File: config.mk
export PLATFORM = sky130hd
export DESIGN_NAME = uart_tx
export DESIGN_NICKNAME = d
export VERILOG_FILES = /design/src/rtl/uart_tx.sv
export SDC_FILE = /design/constraint.sdc
export NUM_CORES = 1
export LEC_CHECK = 0
export CAP_MARGIN = 20
export CORE_ASPECT_RATIO = 1.4
export CORE_MARGIN = 1
export CORE_UTILIZATION = 57
export CTS_CLUSTER_SIZE = 16
export DETAILED_ROUTE_END_ITERATION = 10
export PLACE_DENSITY = 0.77
export SLEW_MARGIN = 10
export SYNTH_ARGS = -nofsm -noshare
export SYNTH_HDL_FRONTEND = slang
export SYNTH_SLANG_ARGS = --single-unit
export TNS_END_PERCENT = 5
File: constraint.sdc
create_clock -name clk -period 2.5 [get_ports clk]
set_input_delay 0.375 -clock clk [delete_from_list [all_inputs] [get_ports clk]]
set_output_delay 0.375 -clock clk [all_outputs]
set_load 0.05 [all_outputs]
File: src/rtl/uart_tx.sv
// uart_tx: buffered asynchronous serial transmitter, 8 data bits, LSB first,
// one stop bit. Bytes are queued in a FIFO_DEPTH-entry circular buffer and
// sent back to back with no idle gap while the buffer holds data.
//
// Optional feature macro: UART_TX_PARITY_EN
//   defined   -> 8E1 frame (even parity bit after the data bits, 11 bit periods)
//   undefined -> 8N1 frame (10 bit periods), no parity state or logic
//
// Ports:
//   clk          system clock, all logic on the rising edge
//   rst          synchronous active-high reset
//   baud_tick    one-clk pulse per bit period
//   tx_data      byte to enqueue
//   tx_data_en   one-clk write strobe qualifying tx_data
//   tx           registered serial line, idle high
//   tx_busy      frame in flight or buffer non-empty
//   tx_fifo_full buffer holds FIFO_DEPTH bytes
//   tx_overflow  sticky flag: a write was dropped because the buffer was full
module uart_tx #(
    parameter int FIFO_DEPTH = 4
) (
    input  logic       clk,
    input  logic       rst,
    input  logic       baud_tick,
    input  logic [7:0] tx_data,
    input  logic       tx_data_en,
    output logic       tx,
    output logic       tx_busy,
    output logic       tx_fifo_full,
    output logic       tx_overflow
);

    localparam int PW = (FIFO_DEPTH > 1) ? $clog2(FIFO_DEPTH) : 1;
    localparam int CW = $clog2(FIFO_DEPTH) + 1;
    localparam logic [CW-1:0] FULL_CNT = CW'(FIFO_DEPTH);

`ifdef UART_TX_PARITY_EN
    typedef enum logic [2:0] {
        IDLE   = 3'd0,
        START  = 3'd1,
        DATA   = 3'd2,
        STOP   = 3'd3,
        PARITY = 3'd4
    } state_t;
`else
    typedef enum logic [2:0] {
        IDLE   = 3'd0,
        START  = 3'd1,
        DATA   = 3'd2,
        STOP   = 3'd3
    } state_t;
`endif

    state_t          state;
    state_t          state_next;

    logic [7:0]      fifo_mem [FIFO_DEPTH];
    logic [PW-1:0]   wr_ptr;
    logic [PW-1:0]   rd_ptr;
    logic [CW-1:0]   count;
    logic            fifo_empty;
    logic            fifo_full;
    logic            push;
    logic            pop;

    logic [7:0]      shift_reg;
    logic [7:0]      shift_next;
    logic [2:0]      bit_idx;
    logic            tx_next;
`ifdef UART_TX_PARITY_EN
    logic            parity_bit;
    logic            parity_next;
`endif

    assign fifo_empty = (count == '0);
    assign fifo_full  = (count == FULL_CNT);

    // A frame boundary (IDLE or the closing tick of STOP) is the only place
    // a byte leaves the buffer.
    assign pop  = baud_tick && !fifo_empty && (state == IDLE || state == STOP);
    // A full buffer still accepts a write when a pop frees a slot that cycle.
    assign push = tx_data_en && (!fifo_full || pop);

    // State register
    always_ff @(posedge clk) begin
        if (rst) begin
            state <= IDLE;
        end else begin
            state <= state_next;
        end
    end

    // Next-state logic: every transition is qualified by baud_tick
    always_comb begin
        state_next = state;
        case (state)
            IDLE: begin
                if (pop) state_next = START;
            end
            START: begin
                if (baud_tick) state_next = DATA;
            end
            DATA: begin
                if (baud_tick && bit_idx == 3'd7) begin
`ifdef UART_TX_PARITY_EN
                    state_next = PARITY;
`else
                    state_next = STOP;
`endif
                end
            end
`ifdef UART_TX_PARITY_EN
            PARITY: begin
                if (baud_tick) state_next = STOP;
            end
`endif
            STOP: begin
                if (baud_tick) state_next = pop ? START : IDLE;
            end
            default: state_next = IDLE;
        endcase
    end

    // Output logic: tx is computed for the state being entered so the
    // registered line changes on the same edge as the state.
    always_comb begin
        shift_next = shift_reg;
        if (pop) begin
            shift_next = fifo_mem[rd_ptr];
        end else if (state == DATA && baud_tick) begin
            shift_next = {1'b0, shift_reg[7:1]};
        end

        case (state_next)
            START:   tx_next = 1'b0;
            DATA:    tx_next = shift_next[0];
`ifdef UART_TX_PARITY_EN
            PARITY:  tx_next = parity_bit;
`endif
            default: tx_next = 1'b1;
        endcase
    end

`ifdef UART_TX_PARITY_EN
    // Even parity is captured when the byte is popped, before shifting
    // destroys the data bits.
    always_comb begin
        parity_next = parity_bit;
        if (pop) parity_next = ^fifo_mem[rd_ptr];
    end
`endif

    // Control registers
    always_ff @(posedge clk) begin
        if (rst) begin
            wr_ptr      <= '0;
            rd_ptr      <= '0;
            count       <= '0;
            tx_overflow <= 1'b0;
            bit_idx     <= 3'd0;
            tx          <= 1'b1;
        end else begin
            if (push) wr_ptr <= wr_ptr + 1'b1;
            if (pop)  rd_ptr <= rd_ptr + 1'b1;
            case ({push, pop})
                2'b10:   count <= count + 1'b1;
                2'b01:   count <= count - 1'b1;
                default: count <= count;
            endcase
            if (tx_data_en && fifo_full && !pop) tx_overflow <= 1'b1;
            // Wraps 7 -> 0 on the last data tick, ready for the next frame
            if (state == DATA && baud_tick) bit_idx <= bit_idx + 1'b1;
            tx <= tx_next;
        end
    end

    // Data registers: meaningless until loaded, so left unreset
    always_ff @(posedge clk) begin
        if (push) fifo_mem[wr_ptr] <= tx_data;
        shift_reg <= shift_next;
`ifdef UART_TX_PARITY_EN
        parity_bit <= parity_next;
`endif
    end

    assign tx_busy      = (state != IDLE) || !fifo_empty;
    assign tx_fifo_full = fifo_full;

endmodule

==> impl_metrics.csv, run 1 <==
group,metric,value,unit
placed_design,placement.io_buffers,15,
critical_path,crit_fanout,7,
sta,final-setup-viol-count,0,
power,powerDensity,764,nW/um^2
power,p_total,0.00212,W
synthesis,synth_cell_types,44,
route,vias_per_cell,6.00,
cells_and_area,nets,201,
cells_and_area,largest_register_ffs,32,
route,postRouteAntennaNets,0,
run_status,violations,"design-rule violations",
critical_path,critPathKind,"register to output port",
run_status,status,"complete, but fails checks",
cells_and_area,syn_to_final_growth,15.6,%
clock_network,cts_tree,"yes",
clock_network,clockBufferDepth,2,
sta,rsz0062_at_grt,"no",
sta,max_slew.worst_pin.slew,626,ps
sta,final.setup.tns,0,ps
global_route,use_met1,22.6,%
global_route,top_usage_layer,"met2",
sta,max_freq,423,MHz
power,seqPwrFrac,51.8,%
synthesis,synth-edff-count,39,
synthesis,synth.largest_area_cell,"edfxtp_1",
clock_network,path_clk_slew,60,ps
cells_and_area,drive_gt1_share,19.3,%
cells_and_area,finalInstanceArea,2770,um^2
die,die-height,78.7,um
critical_path,slowest_stage,"or4_2",
sta,hold_viol,0,
sta,relSlewSlack,58.1,%
synthesis,synth_fp_nets,180,
synthesis,ys_async_sr_fraction,0,%
power,switching_share,23.6,%
critical_path,timing.critical_path.arrival,1990,ps
job,maxCapViolCount,0,
sta,finClkSkew,8.88,ps
critical_path,ff2ff_path_depth,6,
die,dieWidth,56.8,um
cells_and_area,final_cell_mix,"edfxtp_1 (39), dfxtp_1 (18), clkdlybuf4s50_1 (13)",
critical_path,start_kind,"register",
die,dieArea,4470,um^2
global_route,grt_overflow_total,0,
synthesis,synth_cells,161,
power,clkPwrFrac,37.7,%
synthesis,synth_area_leaders,"edfxtp_1 (49%), dfxtp_1 (15%), mux4_2 (7.5%)",
route,vias,1379,
global_route,grt_max_degree,18,
cells_and_area,layout_commonest_cell,"edfxtp_1",
synthesis,ys_seq_area_share,64.0,%
global_route,grt_use_met3,9.06,%
route,drc,2,
clock_network,cts-root-buf,"clkbuf_8",
sta,period_minus_slack,2360,ps
synthesis,dominantRegCellSynth,"edfxtp_1",
die,start_util,60.0,%
synthesis,syn_area,2390,um^2
cells_and_area,final_core_util,69.4,%
synthesis,synth-seq-cells,57,
critical_path,cp_slowest_stage_delay,570,ps
placed_design,gp_congestion,0.811,
power,p_switching,0.000500,W
global_route,track_usage,21.6,%
route,dr.pass1.iters,7,
global_route,grtUsageMet2,36.4,%
synthesis,synth_area_per_cell,14.9,um^2
synthesis,synth_top_area_share,48.9,%
critical_path,r2r_slack,360,ps
clock_network,clkLatencyLatePin,330,ps
route,wl,4020,um
placed_design,postPlaceCellArea,2580,um^2
clock_network,post_cts_buffers,0,
placed_design,dpl.hpwl,2770,um
global_route,antenna_found_initial,0,
power,power.internal,0.00162,W
route,wire_per_inst,17.5,um
power,pwr-share-comb,10.5,%
clock_network,h-tree-depth,3,
sta,report.final.slew_viol_count,0,
clock_network,cts_made_buffers,9,
hold_path,hold_path_depth,2,
cells_and_area,antennaDiodeCount,0,
sta,fin_crit_sh,94.6,%
power,leakagePower,1.01,nW
die,ioPinCount,16,
critical_path,crit_chain,"or3_1 -> or4_2 -> buf_4",
clock_network,numClockSinks,57,
global_route,grt_pass1_vias,1495,
power,peakVddDrop,0.000473,V
die,rows,27,
critical_path,endpoint_kind,"output port",
synthesis,yosysWarnings,0,
critical_path,crit_required,2120,ps
route,drtIter0Drc,50,
hold_path,hold_path_class,"register to register",
die,coreArea,3990,um^2
global_route,grt_pass1_wl,6760,um
per-stage QoR:
step / hold slack, ps / std cells / worst slack (ps)
6_report: 490 / 230 / 136
5_1_grt: 526 / 230 / 69.1
4_1_cts: 504 / 230 / 91.1
3_5_place_dp: 488 / 214 / 139
3_3_place_gp: 456 / 214 / 176
2_1_floorplan: 465 / 161 / 436
synth_stat cells, types with 2 or more instances:
library cell	count
mux4_2	8
dfxtp_1	18
xnor2_1	2
ha_1	6
mux2i_1	4
o21ai_0	5
inv_1	11
edfxtp_1	39
nand3_1	3
a31oi_1	2
or3_1	3
a22o_1	6
a21oi_1	6
nor2_1	7
o2111a_1	2
clkbuf_1	2
and3_1	4
nor3b_1	2
buf_2	3
nor3_1	3
nor2b_1	2
worst paths after layout:
kind / start / to
worst max-delay path: count[0] / tx_busy
worst min-delay path: tx_overflow / tx_overflow
worst max register to register: state[1] / count[2]
worst min register to register: tx_overflow / tx_overflow
cell type report:
class                      instances  area [um^2]
multi-input combinational         85          783
tap                               43         53.8
timing repair buffer              18          173
inverter                          11         41.3
clock buffer                       9          124
fill                             294         1220
sequential                        57         1530
clock inverter                     7         61.3
worst max-delay path, delay by kind of cell, from the launching register on:
kind	cells	cell delay [ps]
AND/OR/NAND/NOR	2	1090
flip-flops	1	360
buffers and inverters	1	210
repair_timing:
item | 4_1_cts | 5_1_grt
setup endpoints to repair | 0 | 1
gates resized for setup | 0 | 1
hold buffers | 0 | 0
power by group through the flow:
stage	logic, W	registers (W)	clock network, W
final	0.000221	0.00110	0.000798
after floorplan	0.000168	0.00110	0
after detailed placement	0.000224	0.00112	0
after CTS	0.000224	0.00110	0.000815
after global routing	0.000244	0.00110	0.000854
after global placement	0.000212	0.00111	0
per-layer routing:
metal	routed length [um]	vias to the layer above
li1	-	649
met1	1620	693
met2	2180	30
met3	136	7
met4	79	0
met5	0	-
kinds of logic (layout without fill, tap and decap cells):
group                    after synthesis  in the layout  synth area share (%)
multiplexers                          13             13                  9.67
AO/OA/AOI/OAI                         27             27                  8.73
other                                  1              1                 0.157
flip-flops                            57             57                  64.0
buffers and inverters                 19             45                  3.50
XOR/XNOR                               4              4                  1.78
adder cells (fa/ha/maj)                7              7                  3.97
AND/OR/NAND/NOR                       33             33                  8.21
Note: power is estimated with default switching activity, not from simulation.
==> inputs of run 2 (changes only) <==
CTS_CLUSTER_SIZE = not set   (was 16)
==> results of run 2 <==
Final layout, timing and power as in run 1 (identical DEF).
